File: src/rtl/demux12.sv
// Two-way valid/ready pixel demultiplexer with per-packet routing and 2-entry output FIFOs.
// Optional packet counters on each output are enabled by defining DEMUX12_STATS_EN.
module demux12 #(
  parameter int W     = 8,
  parameter int CNT_W = 16
) (
  input  logic             clk,
  input  logic             rst_n,
  input  logic [W-1:0]     s_data,
  input  logic             s_valid,
  input  logic             s_last,
  input  logic             s_sel,
  output logic             s_ready,
  output logic [W-1:0]     m0_data,
  output logic             m0_last,
  output logic             m0_valid,
  input  logic             m0_ready,
  output logic [W-1:0]     m1_data,
  output logic             m1_last,
  output logic             m1_valid,
`ifdef DEMUX12_STATS_EN
  output logic [CNT_W-1:0] pkt_cnt0,
  output logic [CNT_W-1:0] pkt_cnt1,
`endif
  input  logic             m1_ready
);

  typedef enum logic {IDLE, BUSY} state_t;

  state_t     r_state;
  state_t     w_state_nxt;
  logic       r_sel_q;
  logic       w_sel_nxt;
  logic       r_run;
  logic       w_route;
  logic       w_acc;
  logic [1:0] w_push;
  logic [1:0] w_pop;
  logic [1:0] w_valid;
  logic [1:0] w_full;
  logic [1:0] w_m_ready;
  logic [W:0] w_head [2];

  // Route follows s_sel only on the first beat of a packet; afterwards it is held.
  assign w_route   = (r_state == IDLE) ? s_sel : r_sel_q;
  assign s_ready   = r_run & ~w_full[w_route];
  assign w_acc     = s_valid & s_ready;
  assign w_push    = {w_acc & w_route, w_acc & ~w_route};
  assign w_m_ready = {m1_ready, m0_ready};
  assign w_pop     = w_valid & w_m_ready;

  always_ff @(posedge clk or negedge rst_n) begin
    if (!rst_n) begin
      r_state <= IDLE;
      r_sel_q <= 1'b0;
      r_run   <= 1'b0;
    end else begin
      r_state <= w_state_nxt;
      r_sel_q <= w_sel_nxt;
      r_run   <= 1'b1;
    end
  end

  always_comb begin
    w_state_nxt = r_state;
    w_sel_nxt   = r_sel_q;
    case (r_state)
      IDLE: begin
        if (w_acc && !s_last) begin
          w_state_nxt = BUSY;
          w_sel_nxt   = s_sel;
        end
      end
      BUSY: begin
        if (w_acc && s_last) w_state_nxt = IDLE;
      end
      default: w_state_nxt = IDLE;
    endcase
  end

  for (genvar gi = 0; gi < 2; gi++) begin : g_fifo
    logic [W:0] r_ent0;
    logic [W:0] r_ent1;
    logic       r_wptr;
    logic       r_rptr;
    logic [1:0] r_cnt;

    always_ff @(posedge clk or negedge rst_n) begin
      if (!rst_n) begin
        r_ent0 <= '0;
        r_ent1 <= '0;
        r_wptr <= 1'b0;
        r_rptr <= 1'b0;
        r_cnt  <= 2'd0;
      end else begin
        if (w_push[gi]) begin
          if (r_wptr) r_ent1 <= {s_last, s_data};
          else        r_ent0 <= {s_last, s_data};
          r_wptr <= ~r_wptr;
        end
        if (w_pop[gi]) r_rptr <= ~r_rptr;
        if (w_push[gi] && !w_pop[gi])      r_cnt <= r_cnt + 2'd1;
        else if (!w_push[gi] && w_pop[gi]) r_cnt <= r_cnt - 2'd1;
      end
    end

    assign w_valid[gi] = (r_cnt != 2'd0);
    assign w_full[gi]  = (r_cnt == 2'd2);
    assign w_head[gi]  = r_rptr ? r_ent1 : r_ent0;

`ifdef DEMUX12_STATS_EN
    logic [CNT_W-1:0] r_pkt_cnt;

    // Counts packets as they leave the output, wrapping naturally.
    always_ff @(posedge clk or negedge rst_n) begin
      if (!rst_n)                          r_pkt_cnt <= '0;
      else if (w_pop[gi] && w_head[gi][W]) r_pkt_cnt <= r_pkt_cnt + 1'b1;
    end
`endif
  end

  assign m0_valid = w_valid[0];
  assign m1_valid = w_valid[1];
  assign {m0_last, m0_data} = w_head[0];
  assign {m1_last, m1_data} = w_head[1];

`ifdef DEMUX12_STATS_EN
  assign pkt_cnt0 = g_fifo[0].r_pkt_cnt;
  assign pkt_cnt1 = g_fifo[1].r_pkt_cnt;
`else
  logic [CNT_W-1:0] w_unused_cnt;
  assign w_unused_cnt = '0;
`endif

endmodule

File: config.mk
export PLATFORM = sky130hd
export DESIGN_NAME = demux12
export DESIGN_NICKNAME = d
export VERILOG_FILES = /design/src/rtl/demux12.sv
export SDC_FILE = /design/constraint.sdc
export NUM_CORES = 1
export LEC_CHECK = 0
export ABC_AREA = 1
export BUFFER_PORTS_ARGS = -buffer_cell sky130_fd_sc_hd__clkbuf_2
export CORE_UTILIZATION = 56
export CTS_CLUSTER_DIAMETER = 150
export DETAILED_ROUTE_END_ITERATION = 16
export PLACE_DENSITY = 0.85
export SKIP_CTS_REPAIR_TIMING = 1
export SYNTH_ARGS = -nofsm -noshare
export SYNTH_HDL_FRONTEND = slang
export SYNTH_SLANG_ARGS = --single-unit
File: constraint.sdc
create_clock -name clk -period 2.05 [get_ports clk]
set_input_delay 0.3075 -clock clk [delete_from_list [all_inputs] [get_ports clk]]
set_output_delay 0.3075 -clock clk [all_outputs]
set_load 0.02 [all_outputs]
# After elaboration in Yosys (flattened, before gate mapping)
# Index checks and enable logic that the tools add are counted.
[totals]
reg_bits = 47
inputBits = 15
wordCells = 64
[op_classes]
n_addsub = 4
order_cmp = 1
n_eq_ne = 2
n_mux = 12
n_bitwise = 12
n_reduce_logical = 20
[ops]
columns = ["op", "count"]
rows = [
  ["9-bit 2-to-1 mux", 2],
  ["2-bit AND reduction", 5],
  ["2-bit 2-to-1 mux", 4],
  ["2-bit nonzero test", 4],
  ["1-bit inverter", 7],
  ["1-bit logical AND", 6],
  ["1-bit zero test", 5],
  ["1-bit 2-to-1 mux", 5],
  ["2-bit by 1-bit adder with 2-bit output (second input constant)", 2],
  ["1-bit AND", 4],
  ["2-bit == test (second input constant)", 2],
  ["2-bit by 1-bit subtractor with 2-bit output (second input constant)", 2],
  ["2-bit AND", 1],
  ["1-bit by 2-bit less-than comparator with 1-bit output (second input constant)", 1],
  ["1-bit case mux with 2 select lines", 1],
]

# Longest topological paths before layout
[depth]
word_depth = 11
depth_mapped = 12
depth_no_buf = 12

# Worst setup path before layout
# Ideal clock, no wire load.
[synth_timing]
path_type = "reg-to-reg"
from = "register g_fifo[0].r_cnt[0]"
to = "register g_fifo[0].r_cnt[1]"
setup_ns = 0.131
t_arrival_ns = 1.563
path_slack_ns = 0.356
stages_incl_launch_ff = 10
path_buffers = 1
period_less_slack_ns = 1.694
cell_sequence = "dfrtp_1 -> nor2_1 -> inv_1 -> nand4_4 -> buf_2 -> inv_1 -> ha_1 -> a21oi_1 -> o21ai_0 -> xor2_1"
[synth_between]
elab_chain_len = 10
[synth_rtl]
columns = ["item", "line_no", "source"]
rows = [
  ["from (decl)", "86", "logic [1:0] r_cnt;"],
  ["from (signal assigned)", "102", "if (w_push[gi] && !w_pop[gi]) r_cnt <= r_cnt + 2'd1;"],
  ["from (signal assigned)", "103", "else if (!w_push[gi] && w_pop[gi]) r_cnt <= r_cnt - 2'd1;"],
  ["2-bit == test", "108", "assign w_full[gi] = (r_cnt == 2'd2);"],
  ["1-bit 2-to-1 mux (not written as such) (2 in series)", "46", "assign s_ready = r_run & ~w_full[w_route];"],
  ["1-bit inverter", "46", ""],
  ["1-bit AND", "46", ""],
  ["1-bit AND", "47", "assign w_acc = s_valid & s_ready;"],
  ["1-bit AND", "48", "assign w_push = {w_acc & w_route, w_acc & ~w_route};"],
  ["1-bit zero test", "103", ""],
  ["1-bit logical AND", "103", ""],
  ["2-bit nonzero test (no source line)", "n/a", ""],
]
# Parallel ways exist; a longest one is shown, timed or not. The select of a mux whose other input is x is not followed.
# A chain may end at the register's enable or synchronous reset.

==> results.txt <==
The count of distinct cell types in the synthesized netlist is 23. The sequential fraction of design power is 39.1%. The I/O pin count is 36. The worst setup timing slack at the placement stage came out at 0.278 ns. The die area came out at 4260 sq um. The number of maximum-capacitance constraint violations came out at 0.

The largest net degree at the start of global routing came out at 30. The maximum vdd ir drop came out at 0.000866 V. The overall routed net length came out at 4620 um. The post-synth net total came out at 284. Traced cell by cell, the critical path runs through nand2_1, nand2_4, nand2_1, nand3_1, nor2_2, nand2_1, inv_1, ha_1, a21oi_1, o21ai_0, xor2_1.

Setup repair after global routing left no endpoint under its margin. The clock tree from TritonCTS is yes. The global routing usage on met2 came out at 43.2%. Relative to the synthesized area, the layout overhead comes to 15.2%.

The detail-routed net length per standard cell is 13.1 um. The internal portion of total power is 2.38 mW. The total standard cell area after synthesis came out at 2240 sq um.

The power share of the combinational group came out at 44.4%. The flow ran to the end, and the final reports show no timing, DRC or antenna violations. The mean instance size in the synthesized netlist is 8.39 sq um.

The minimum setup slack among reg-to-reg paths is 0.27 ns. The number of iterations in the first detailed-routing pass came out at 4. The number of max-slew violations in the final report came out at 0.

The number of storage elements in the synthesis netlist is 47. The analysis attributes to cell leakage a power of 1.39 nW. The count of endpoints failing hold in the final timing report came out at 0. After floorplanning, the core was divided into 22 placement rows. After global routing the overflow that remains totals 0. The critical path's most frequent cell is sky130_fd_sc_hd__nand2_1. In this run the critical register-to-register path is captured at g_fifo[1].r_cnt[1]$_DFFE_PN0P_. The number of buffers on the longest clock path is 2. The sequential element share of the synthesized area came out at 52.5%.

The met3 global-route usage is 4.17%. By startpoint and endpoint, the worst setup path is classified as register to register. The clock network power share is 16.5%.

The first global-routing pass estimated 7980 um of wire. In the final timing run, aggregate negative setup slack is 0 ns. For this run, global-route usage on met1 was measured as 32.1%.

The repair_antennas step left the layout with diodes totalling 0. The maximum net fanout on the critical path is 5. The most common cell after layout, fill and taps aside is sky130_fd_sc_hd__nand2_1.

The core footprint came out at 3740 sq um. The die is 65.3 um tall. During synthesis, Yosys emitted a total of 0 warnings. The transition time at the pin with the least slew margin is 0.719 ns.

The final RePlAce weighted congestion came out at 0.790. The worst reg-to-reg path cell count is 11. The portion of the clock cycle consumed by the worst path in the final layout is 87.1%.

Clock latency on the worst-skew pair, taken at its later pin, is 0.30 ns. The initial cell density of the core is 59.9%. The per-cell via count in the routed design is 5.15.

The fill cell instance count of the final layout is 298. The number of levels the H-tree was split into came out at 2. In this run the tool buffered the top-level ports with 35 buffer cells. The arrival time reported for the critical path endpoint came out at 1.97 ns.

In this run the horizontal extent of the chip is 65.3 um. The class of the tightest hold or removal check is primary input to asynchronous set/reset pin. The number of setup violations in the final report is 0.

The clock-pin transition on the worst setup and hold timing paths is 0.09 ns. The number of global-route vias before repair is 1761. Among all stages on the critical path, the largest delay is contributed by sky130_fd_sc_hd__dfrtp_1. The highest cell delay on the worst timing path came out at 0.39 ns. The proportion of layout cells with a drive suffix above 1 came out at 19.6%.

The type of element launching the critical path is a register. The number of clock buffers inserted by TritonCTS came out at 5. The total routing usage reported by global routing came out at 25.0%. The detailed router's first-iteration violation count came out at 105. Based on the critical path, the design can be clocked at up to 560 MHz. The headroom to the max-slew limit is 52.1%. Leaving out fill and tap cells, the most frequent cells in the layout are sky130_fd_sc_hd__nand2_1, sky130_fd_sc_hd__dfrtp_1, sky130_fd_sc_hd__clkbuf_2. For the finished layout, the period the worst path requires is 1.78 ns. The buffer type at the clock tree root is sky130_fd_sc_hd__clkbuf_8. The global routing stage identified its most utilized layer as met2.

The cell area power density is 1640 nW/um^2. Once routing completed, OpenROAD measured the worst setup slack at 0.265 ns. For the worst setup path, the data required time is 2.23 ns. The critical path endpoint category is a register. The number of antenna violations at the first check in global routing is 0. The clock arrives with 0.00646 ns of skew.

The switching part of the total power came out at 43.6%. The final HPWL from detailed placement is 3340 um. The via count of the routed design is 1822. Once detail routing completed, the nets flagged for antenna violations numbered 0. The number of nets in the layout came out at 322. The number of remaining DRC errors came out at 0. The switching power summed over all nets came out at 1.84 mW. Synthesis produced 267 cells. For this design, the sink count on the clock tree is 47.
[area by class of cell]
cell class	instances	area (sq um)	share of cell area, %
flip-flops and latches	47	1180	45.5
multi-input cells	186	918	35.6
repair buffers	41	220	8.53
inverters	24	90.1	3.49
clock buffers	6	82.6	3.20
well taps	48	60.1	2.33
clock inverters	2	35.0	1.36
[critical path: cells and delay by family, from the launching register on]
kind / cells / cell delay [ns]
xor gates and xnor gates: 1 / 0.15
AOI/OAI and AO/OA: 2 / 0.22
adders and majority gates: 1 / 0.24
buffers and inverters: 1 / 0.06
DFF: 1 / 0.39
and+or+nand+nor: 6 / 0.60
[through the flow]
step           hold WS [ns]  util (%)  std cells  area [sq um]  power, mW
3_3_place_gp          0.391      65.8        346          2460       3.46
3_5_place_dp          0.389      65.8        346          2460       3.56
5_1_grt               0.112      69.0        354          2580       4.58
4_1_cts              0.0673      69.0        354          2580       4.25
2_1_floorplan        0.0119         -        267          2240       2.98
6_report             0.0468      69.0        354          2580       4.23
[worst max path at each step]
stage / startpoint / endpoint / slack, ns / cells after the start
after floorplan: g_fifo[0].r_cnt[0]$_DFFE_PN0P_ / g_fifo[0].r_cnt[1]$_DFFE_PN0P_ / 0.36 / 9
after global placement: register / g_fifo[1].r_cnt[1]$_DFFE_PN0P_ / 0.36 / 9
after detailed placement: register / g_fifo[1].r_cnt[1]$_DFFE_PN0P_ / 0.28 / 11
after CTS: register / g_fifo[1].r_cnt[1]$_DFFE_PN0P_ / 0.26 / 11
after global routing: g_fifo[0].r_cnt[0]$_DFFE_PN0P_ / g_fifo[1].r_cnt[1]$_DFFE_PN0P_ / 0.13 / 10
final: register / g_fifo[1].r_cnt[1]$_DFFE_PN0P_ / 0.27 / 11
[kinds of logic (layout without fill, tap and decap cells)]
group	count (synthesis)	count (layout)	synth area share [%]
simple gates	144	144	29.8
flops	47	47	52.5
buf+inv	34	73	6.53
compound gates	32	32	7.15
xor+xnor	7	7	2.74
fa+ha+maj	2	2	1.12
other cells	1	1	0.167
[sequential cells by signal, summed over array words and instances (netlist names), named ones only]
name           flops
g_fifo.r_ent0     18
g_fifo.r_ent1     18
g_fifo.r_cnt       4
g_fifo.r_rptr      2
g_fifo.r_wptr      2
r_run              1
r_sel_q            1
[cell usage after synthesis (all sizes together)]
master | instances | share of area [%]
a21oi | 3 | 0.67
buf | 6 | 1.8
clkbuf | 4 | 0.67
clkinv | 3 | 0.50
conb | 1 | 0.17
dfrtp | 47 | 52
ha | 2 | 1.1
inv | 21 | 3.5
nand2 | 112 | 19
nand3 | 2 | 0.45
nand4 | 23 | 7.6
nor2 | 7 | 2.3
o21ai | 29 | 6.5
xnor2 | 3 | 1.2
xor2 | 4 | 1.6
[power groups by stage]
| stage | registers (mW) | clock network, mW | logic, mW |
|---|---|---|---|
| finish | 1.65 | 0.696 | 1.88 |
| floorplan | 1.54 | 0 | 1.44 |
| global placement | 1.65 | 0 | 1.82 |
| global route | 1.71 | 0.742 | 2.13 |
| CTS | 1.65 | 0.705 | 1.89 |
| detailed placement | 1.67 | 0 | 1.89 |
[per-layer routing]
metal / share of wire (%) / up-vias
met5: 0 / -
met4: 1.2 / 0
met3: 3.8 / 7
met1: 44 / 845
li1: - / 931
met2: 51 / 39
(Power assumes the default switching activity.)
